===== src/rtl/hazard_ctrl.sv =====
// Pipeline hazard controller: load-use interlock, memory-wait stalls and branch flush
// sequencing, with stall and load-use performance counters.
//
// state   | meaning
// RUN     | normal issue; load-use detection enabled
// LU_HOLD | load-use bubble inserted last cycle; detection suppressed
module hazard_ctrl #(
   parameter int CNT_W = 32
) (
   input  logic             clk,
   input  logic             rst,
   input  logic [6:0]       id_ex_opcode,
   input  logic [4:0]       id_ex_rs1_s,
   input  logic [4:0]       id_ex_rs2_s,
   input  logic [6:0]       ex_mem_opcode,
   input  logic [4:0]       ex_mem_rd_s,
   input  logic             ex_mem_regf_we,
   input  logic             flush_req,
   input  logic             imem_req,
   input  logic             imem_resp,
   input  logic             dmem_req,
   input  logic             dmem_resp,
   output logic             pc_stall,
   output logic             if_id_stall,
   output logic             id_ex_stall,
   output logic             ex_mem_stall,
   output logic             mem_wb_stall,
   output logic             if_id_flush,
   output logic             id_ex_bubble,
   output logic             ex_mem_bubble,
   output logic [CNT_W-1:0] stall_cnt,
   output logic [CNT_W-1:0] load_use_cnt
);

   typedef enum logic {RUN = 1'b0, LU_HOLD = 1'b1} state_t;

   localparam logic [6:0] OP_IMM   = 7'b0010011;
   localparam logic [6:0] OP_REG   = 7'b0110011;
   localparam logic [6:0] OP_BR    = 7'b1100011;
   localparam logic [6:0] OP_LOAD  = 7'b0000011;
   localparam logic [6:0] OP_STORE = 7'b0100011;
   localparam logic [6:0] OP_JALR  = 7'b1100111;

   state_t state, state_nxt;
   logic   flush_pend, flush_pend_nxt;
   logic   dwait, iwait;
   logic   use_rs1, use_rs2, rs1_hit, rs2_hit;
   logic   lu, lu_act, flush_act;

   assign dwait = dmem_req & ~dmem_resp;
   assign iwait = imem_req & ~imem_resp;

   assign use_rs1 = (id_ex_opcode == OP_IMM)  || (id_ex_opcode == OP_REG)
                 || (id_ex_opcode == OP_BR)   || (id_ex_opcode == OP_LOAD)
                 || (id_ex_opcode == OP_STORE) || (id_ex_opcode == OP_JALR);
   assign use_rs2 = (id_ex_opcode == OP_REG) || (id_ex_opcode == OP_BR)
                 || (id_ex_opcode == OP_STORE);

   // x0 is hardwired zero, so a load targeting it never creates a dependency
   assign rs1_hit = use_rs1 && (id_ex_rs1_s != 5'd0) && (id_ex_rs1_s == ex_mem_rd_s);
   assign rs2_hit = use_rs2 && (id_ex_rs2_s != 5'd0) && (id_ex_rs2_s == ex_mem_rd_s);

   assign lu = (state == RUN) && (ex_mem_opcode == OP_LOAD) && ex_mem_regf_we
            && !flush_req && (rs1_hit || rs2_hit);

   // Priority: dmem wait > imem wait > load-use > flush
   assign lu_act    = lu && !dwait && !iwait;
   assign flush_act = (flush_req || flush_pend) && !dwait && !iwait && !lu;

   always_ff @(posedge clk or posedge rst) begin
      if (rst) begin
         state      <= RUN;
         flush_pend <= 1'b0;
      end else begin
         state      <= state_nxt;
         flush_pend <= flush_pend_nxt;
      end
   end

   always_ff @(posedge clk or posedge rst) begin
      if (rst) begin
         stall_cnt    <= '0;
         load_use_cnt <= '0;
      end else begin
         if (pc_stall) stall_cnt    <= stall_cnt + CNT_W'(1);
         if (lu_act)   load_use_cnt <= load_use_cnt + CNT_W'(1);
      end
   end

   always_comb begin
      state_nxt = state;
      case (state)
         RUN:     if (lu_act) state_nxt = LU_HOLD;
         LU_HOLD: if (!dwait) state_nxt = RUN;
         default: state_nxt = RUN;
      endcase
   end

   // A redirect that arrives while a memory wait blocks it is remembered until it can issue
   always_comb begin
      flush_pend_nxt = flush_pend;
      if (flush_act)
         flush_pend_nxt = 1'b0;
      else if (flush_req && (dwait || iwait))
         flush_pend_nxt = 1'b1;
   end

   always_comb begin
      pc_stall      = 1'b0;
      if_id_stall   = 1'b0;
      id_ex_stall   = 1'b0;
      ex_mem_stall  = 1'b0;
      mem_wb_stall  = 1'b0;
      if_id_flush   = 1'b0;
      id_ex_bubble  = 1'b0;
      ex_mem_bubble = 1'b0;
      if (!rst) begin
         if (dwait) begin
            pc_stall     = 1'b1;
            if_id_stall  = 1'b1;
            id_ex_stall  = 1'b1;
            ex_mem_stall = 1'b1;
            mem_wb_stall = 1'b1;
         end else if (iwait) begin
            pc_stall     = 1'b1;
            if_id_stall  = 1'b1;
            id_ex_bubble = 1'b1;
         end else if (lu_act) begin
            pc_stall      = 1'b1;
            if_id_stall   = 1'b1;
            id_ex_stall   = 1'b1;
            ex_mem_bubble = 1'b1;
         end else if (flush_act) begin
            if_id_flush  = 1'b1;
            id_ex_bubble = 1'b1;
         end
      end
   end

endmodule

===== config.mk =====
export PLATFORM = sky130hd
export DESIGN_NAME = hazard_ctrl
export DESIGN_NICKNAME = d
export VERILOG_FILES = /design/src/rtl/hazard_ctrl.sv
export SDC_FILE = /design/constraint.sdc
export NUM_CORES = 1
export LEC_CHECK = 0
export ABC_AREA = 1
export CAP_MARGIN = 20
export CORE_MARGIN = 2
export CORE_UTILIZATION = 46
export CTS_CLUSTER_SIZE = 24
export DETAILED_ROUTE_END_ITERATION = 12
export HOLD_SLACK_MARGIN = 0.1
export PLACE_DENSITY = 0.76
export SLEW_MARGIN = 15
export SYNTH_ARGS = -nofsm -noshare
export SYNTH_HDL_FRONTEND = slang
export SYNTH_SLANG_ARGS = --single-unit

===== constraint.sdc =====
create_clock -name clk -period 3.58 [get_ports clk]
set_clock_uncertainty 0.15 [all_clocks]
set_input_delay 0.537 -clock clk [delete_from_list [all_inputs] [get_ports clk]]
set_output_delay 0.537 -clock clk [all_outputs]
set_load 0.01 [all_outputs]

==> results of run 1 <==
[layout by cell type, fill, tap and decap left out, drive strengths merged, types with 6 or more instances in the layout]
| master | count |
|---|---|
| inv | 52 |
| xor2 | 41 |
| nand4 | 14 |
| nand3 | 79 |
| dfrtp | 66 |
| xnor2 | 16 |
| nand2 | 283 |
| clkdlybuf4s50 | 108 |
| nor3 | 26 |
| buf | 6 |
| clkbuf | 12 |
| nor2 | 96 |
[logic make-up (layout without fill, tap and decap cells)]
| kind of cell | after synthesis | count (layout) |
|---|---|---|
| compound gates | 10 | 10 |
| xor+xnor | 57 | 57 |
| buf+inv | 73 | 183 |
| fa+ha+maj | 2 | 2 |
| flops | 66 | 66 |
| simple gates | 507 | 507 |
[layer usage]
layer	track usage	wire [um]
met1	0.309	5550
met2	0.429	6690
met3	0.0470	782
met4	0.0752	236
met5	0	0
[flip-flops by register name, summed over array words and instances (netlist names)]
register      count
load_use_cnt     32
flush_pend        1
stall_cnt        32
state             1
[worst register-to-register path, delay by kind of cell, from the launching register on]
| family | cells | cell delay [ns] |
|---|---|---|
| adder cells (fa/ha/maj) | 1 | 0.22 |
| AND/OR/NAND/NOR | 5 | 0.95 |
| flip-flops | 1 | 0.42 |
| XOR/XNOR | 1 | 0.16 |
[final cells by class]
| type | instances | area [um^2] |
|---|---|---|
| timing repair buffer | 114 | 1130 |
| inverter | 53 | 200 |
| tap | 136 | 170 |
| clock buffer | 12 | 155 |
| clock inverter | 4 | 50.0 |
| sequential | 66 | 1650 |
| multi-input combinational | 576 | 2750 |
| fill | 950 | 4090 |
[power groups by stage]
stage	Clock (mW)	Sequential [mW]	Combinational, mW
5_1_grt	0.707	0.806	0.288
3_3_place_gp	0	0.813	0.253
6_report	0.661	0.801	0.261
4_1_cts	0.672	0.801	0.264
2_1_floorplan	0	0.819	0.128
3_5_place_dp	0	0.815	0.262
[path summary, 6_finish.rpt]
path / startpoint / to / slack, ns
worst min register to register: flush_pend / flush_pend / 0.35
min in group asynchronous: rst / load_use_cnt[18] / 0.64
worst max-delay path: flush_req / id_ex_stall / 0.29
max in group asynchronous: rst / stall_cnt[17] / 2.03
worst max register to register: stall_cnt[1] / stall_cnt[18] / 1.57
worst min-delay path: flush_pend / flush_pend / 0.35
[stage by stage]
step	hold WS (ns)	cell area, um^2	cells	setup WS (ns)
after detailed placement	0.340	5890	945	0.300
after CTS	0.356	6100	961	0.298
after floorplan	0.315	4740	715	0.0564
final	0.349	6100	961	0.293
after global routing	0.375	6100	961	0.154
after global placement	0.331	5890	945	0.328
==> results.ini, run 1 <==
[sta]
fin_crit_ns = 3.29
finalSetupTns_ns = 0
fmax_mhz = 304
setup_viol = 0
rsz0062_at_grt = false
finalMaxSlewViolations = 0
fin_crit_sh = 0.918
timing_hold_violations_final = 0
worst_pin_slew_ns = 0.714
slew_headroom = 0.524

[setup_path]
worst-setup-path-type = in2out
crit_fanout = 3
required_ns = 2.89
cp_top_family = buffers and inverters
worstRegToRegCells = 7
path_cells = clkdlybuf4s50_1 > inv_2 > nand2_1 > nor3_2 > nand2_1 > nor3_2 > nand3_1 > a21oi_1 > clkdlybuf4s50_1
endpoint_kind = primary output
path_depth = 9
max_stage_delay_ns = 0.57
path_buf_inv = 3
start_kind = primary input
cp_data_arrival_time_ns = 2.60
slowest_stage = clkdlybuf4s50_1

[synth]
ys_types = 31
synth_fa_ha_area_frac = 0.00528
yosysTopAreaCell = dfrtp_1
synth_fp_nets = 754
synth_ff_type = dfrtp_1
synth_top_family_by_area = simple AND/OR/NAND/NOR gates
synth-simple-area-share = 0.456
syn-instance-count = 715
synth_area_per_cell_um2 = 6.63
synth_edf_count = 0
yosys_warnings = 0
synth_most_common_cell = nand2_1
syn_area_um2 = 4740
synth_mux_area_frac = 0
synth_area_leaders = dfrtp_1 (35%), nand2_1 (22%), nand3_1 (8.3%), xor2_1 (7.6%), nor2_1 (7.4%)
synth-seq-cells = 66
synth-compound-area-share = 0.0129
async_flop_share = 1.00
yosysSeqAreaShare = 0.348
synth_top_area_share = 0.348
synth_common_cells = nand2_1 (278), nor2_1 (94), nand3_1 (79), dfrtp_1 (66), inv_1 (49)
synth-xor-area-share = 0.105

[cts]
cts_resized = 0
cts_tree = built
cts_sinks = 66
clk_pin_slew_ns = 0.06
cts.hold.buffers_added = 0
cts_buffers = 9
htreeDepth = 3
postCtsSetupBuffers = 0
clock_path_buffers = 2
clk_latency_ns = 0.35
cts_root_buffer = clkbuf_8

[flow_run]
drv_cap = 0

[finish]
post-route-util = 0.599
nNetsFinal = 859
syn_to_final_growth_pct = 28.7
antennaDiodeCount = 0
drive_gt1_frac = 0.0473

[min_path]
hold-path-cell-count = 1
hold_path_class = reg2reg

[die]
fp.dieW_um = 106
std_cell_rows = 37
die-area_um2 = 11100
die_h_um = 106
core_area_um2 = 10200
pin_count = 109
initial_core_util = 0.465

[grt]
grt-ovfl-total = 0
grt_util_all_layers = 0.246
grt_pass1_wl_mm = 22.3
grt_pass1_vias = 4677
grt_start_max_net_pins = 67
antenna_found_initial = 0

[power_and_ir_drop]
irDropWorstVdd_mv = 0.266
switching_share = 0.274
power.density_nw_per_um2 = 283
clkPwrFrac = 0.384
switching_power_mw = 0.472
power.total_mw = 1.72
power.leakage_nw = 2.84
p_seq_frac = 0.465
p_comb_frac = 0.152
internal_power_mw = 1.25

[route]
drt_first_pass_iters = 5
wirelength_mm = 13.3
ant_nets = 0
drt_iter0_drc = 293
vias = 4992
drcViolationCount = 0
via_per_inst = 5.19
wl_per_cell_um = 13.8

[placed_design]
io_buffers = 108
place.gp.congestion = 0.910
hpwl_mm = 10.0

[outcome]
status = completed

Power figures use the tool's default switching activity.
==> inputs of run 2 (changes only) <==
--- a/config.mk
+++ b/config.mk
@@ -11,6 +11,7 @@
 export CORE_UTILIZATION = 46
 export CTS_CLUSTER_SIZE = 24
 export DETAILED_ROUTE_END_ITERATION = 12
+export GPL_TIMING_DRIVEN = 0
 export HOLD_SLACK_MARGIN = 0.1
 export PLACE_DENSITY = 0.76
 export SLEW_MARGIN = 15
==> run 2 against run 1 <==
Sequential power barely moved; register-to-register slack got worse by 0.05 ns; die area did not move; wire length rose by 4.2%; global-route usage rose by 1.4 points; combinational power rose by 7%; fmax fell by 4.0%; core utilization rose by 1.3 points; setup slack got worse by 0.14 ns; critical path depth rose by 6; count of clock-buffer cells in the layout fell by 1; critical path type unchanged; largest cell class unchanged; largest power group unchanged; highest routed layer unchanged.
==> results.ini, run 2 (synthesis results as in run 1) <==
[finish]
nNetsFinal = 876  ; +2.0%
fin_cells = 976  ; +1.6%
syn_to_final_growth_pct = 31.6
reg_top3 = load_use_cnt (32), stall_cnt (32)
final_common_cell = nand2_1
fillers = 969  ; +2.0%
antennaDiodeCount = 0  ; unchanged
post-route-util = 0.612  ; +0.0134
drive_gt1_frac = 0.0631  ; +0.0158
final_cell_mix = nand2_1 (278), clkdlybuf4s50_1 (107), nor2_1 (93), nand3_1 (79), dfrtp_1 (66)

[power_and_ir_drop]
clkPwrFrac = 0.335  ; -0.049
power.leakage_nw = 2.92  ; +2.8%
switching_power_mw = 0.462  ; -2.2%
internal_power_mw = 1.16  ; -6.9%
power.density_nw_per_um2 = 261  ; -7.7%
p_comb_frac = 0.172  ; +0.020
p_seq_frac = 0.493  ; +0.028
switching_share = 0.284  ; +0.00977
irDropWorstVdd_mv = 0.200  ; -25%

[setup_path]
slowest_stage = clkdlybuf4s50_1
worstRegToRegCells = 7  ; unchanged
crit_top_cell = nand2_1
endpoint_kind = primary output
start_kind = primary input
required_ns = 2.89  ; about the same
worst-setup-path-type = in2out
max_stage_delay_ns = 0.52  ; -0.05 ns
path_cells = clkdlybuf4s50_1 > inv_1 > nand2_1 > nand2_1 > nand2_1 > nor2_1 > nand3_1 > nand2_2 > nand2_2 > nand2_4 > nand2_4 > buf_6 > inv_1 > buf_4 > clkdlybuf4s50_1
crit_fanout = 10  ; +7
cp_data_arrival_time_ns = 2.74  ; +0.14 ns

[cts]
clk_pin_slew_ns = 0.07  ; about the same
clock_path_buffers = 2  ; unchanged
htreeDepth = 3  ; unchanged
cts_tree = built
cts_sinks = 66  ; unchanged
cts.hold.buffers_added = 0  ; unchanged
clk_latency_ns = 0.35  ; about the same
cts_root_buffer = clkbuf_8
cts_buffers = 9  ; unchanged

[sta]
fin_crit_ns = 3.42  ; +0.138 ns
rsz0062_at_grt = false
setup_viol = 0  ; unchanged
setup_slack_ns = 0.156  ; -0.138 ns
finalMaxSlewViolations = 0  ; unchanged
timing_hold_violations_final = 0  ; unchanged
fmax_mhz = 292  ; -4.0%
worst_pin_slew_ns = 0.634  ; -0.0796 ns
fin_crit_sh = 0.956  ; +0.0385
slew_headroom = 0.577  ; +0.0531

[die]
die-area_um2 = 11100  ; unchanged
core_area_um2 = 10200  ; unchanged
die_h_um = 106  ; unchanged
fp.dieW_um = 106  ; unchanged
initial_core_util = 0.465  ; unchanged
std_cell_rows = 37  ; unchanged
pin_count = 109  ; unchanged

[grt]
grt_start_max_net_pins = 50  ; -25%
grt-ovfl-total = 0  ; unchanged
grt_pass1_wl_mm = 23.5  ; +5.4%
grt_util_all_layers = 0.261  ; +0.0144
grt_pass1_vias = 4978  ; +6.4%
antenna_found_initial = 0  ; unchanged

[route]
wirelength_mm = 13.8  ; +4.2%
drt_iter0_drc = 233  ; -20%
ant_nets = 0  ; unchanged
via_per_inst = 5.20  ; +0.12%
drt_first_pass_iters = 6  ; +1
drcViolationCount = 0  ; unchanged
wl_per_cell_um = 14.2  ; +2.6%
vias = 5076  ; +1.7%

[placed_design]
placed_cells = 960  ; +1.6%
dp_slack_ns = 0.0138  ; -0.286 ns
hpwl_mm = 10.7  ; +7.1%
io_buffers = 108  ; unchanged
place.gp.congestion = 0.930  ; +2.2%

[outcome]
status = completed

[min_path]
hold-path-cell-count = 1  ; unchanged
hold_path_class = reg2reg

[flow_run]
drv_cap = 0  ; unchanged

run 2: changes by cell type in the layout (fill, tap and decap cells not counted), sizes merged:
cell	before	now
bufinv	1	0
clkinv	2	3
clkbuf	12	17
clkdlybuf4s50	108	107
buf	6	17
clkinvlp	2	1
dlymetal6s2s	0	1
run 2: metal layers:
layer	vias up	GRT usage	wire, um
met3	29	0.0476	841
met5	-	0	0
met2	194	0.453	6910
li1	2501	-	-
met1	2352	0.329	5780
met4	0	0.0808	286
run 2: critical path: cells and delay by family:
kind,cells,cell delay (ns)
and+or+nand+nor,9,0.80
buffers and inverters,6,1.39
run 2: final timing paths:
kind / start / end / slack (ns)
hold reg to reg: flush_pend / flush_pend / 0.35
setup reg to reg: stall_cnt[0] / stall_cnt[30] / 1.52
setup / recovery: ex_mem_rd_s[3] / pc_stall / 0.16
hold / removal: flush_pend / flush_pend / 0.35
max in group asynchronous: rst / load_use_cnt[2] / 1.94
min in group asynchronous: rst / stall_cnt[8] / 0.79
run 2: metrics by stage:
stage                     power, mW  area (um^2)  hold WS [ns]  TNS, ns
after global routing           1.70         6240         0.367        0
after global placement         1.08         5990         0.327  -108.92
after detailed placement       1.09         6020         0.337        0
final                          1.63         6240         0.351        0
after CTS                      1.63         6180         0.350        0
after floorplan               0.946         4740         0.315        0
run 2: final cells by class:
| cell class | instances | area (um^2) | area share |
|---|---|---|---|
| Clock buffer | 11 | 141 | 0.0227 |
| Buffer | 20 | 146 | 0.0235 |
| Tap cell | 136 | 170 | 0.0273 |
| Inverter | 53 | 199 | 0.0319 |
| Sequential cell | 66 | 1650 | 0.265 |
| Timing Repair Buffer | 111 | 1130 | 0.181 |
| Clock inverter | 3 | 17.5 | 0.00281 |
| Multi-Input combinational cell | 576 | 2780 | 0.446 |
run 2: what timing repair did:
item	CTS	global route
buffers inserted	0	2
setup endpoints to repair	0	2
resized for setup	0	8
run 2: power groups by stage:
stage                     clock [mW]  sequential, mW  combinational [mW]
after floorplan                    0           0.819               0.128
after global placement             0           0.815               0.261
after detailed placement           0           0.815               0.273
after CTS                      0.555           0.802               0.275
after global routing           0.587           0.806               0.308
final                          0.545           0.803               0.280
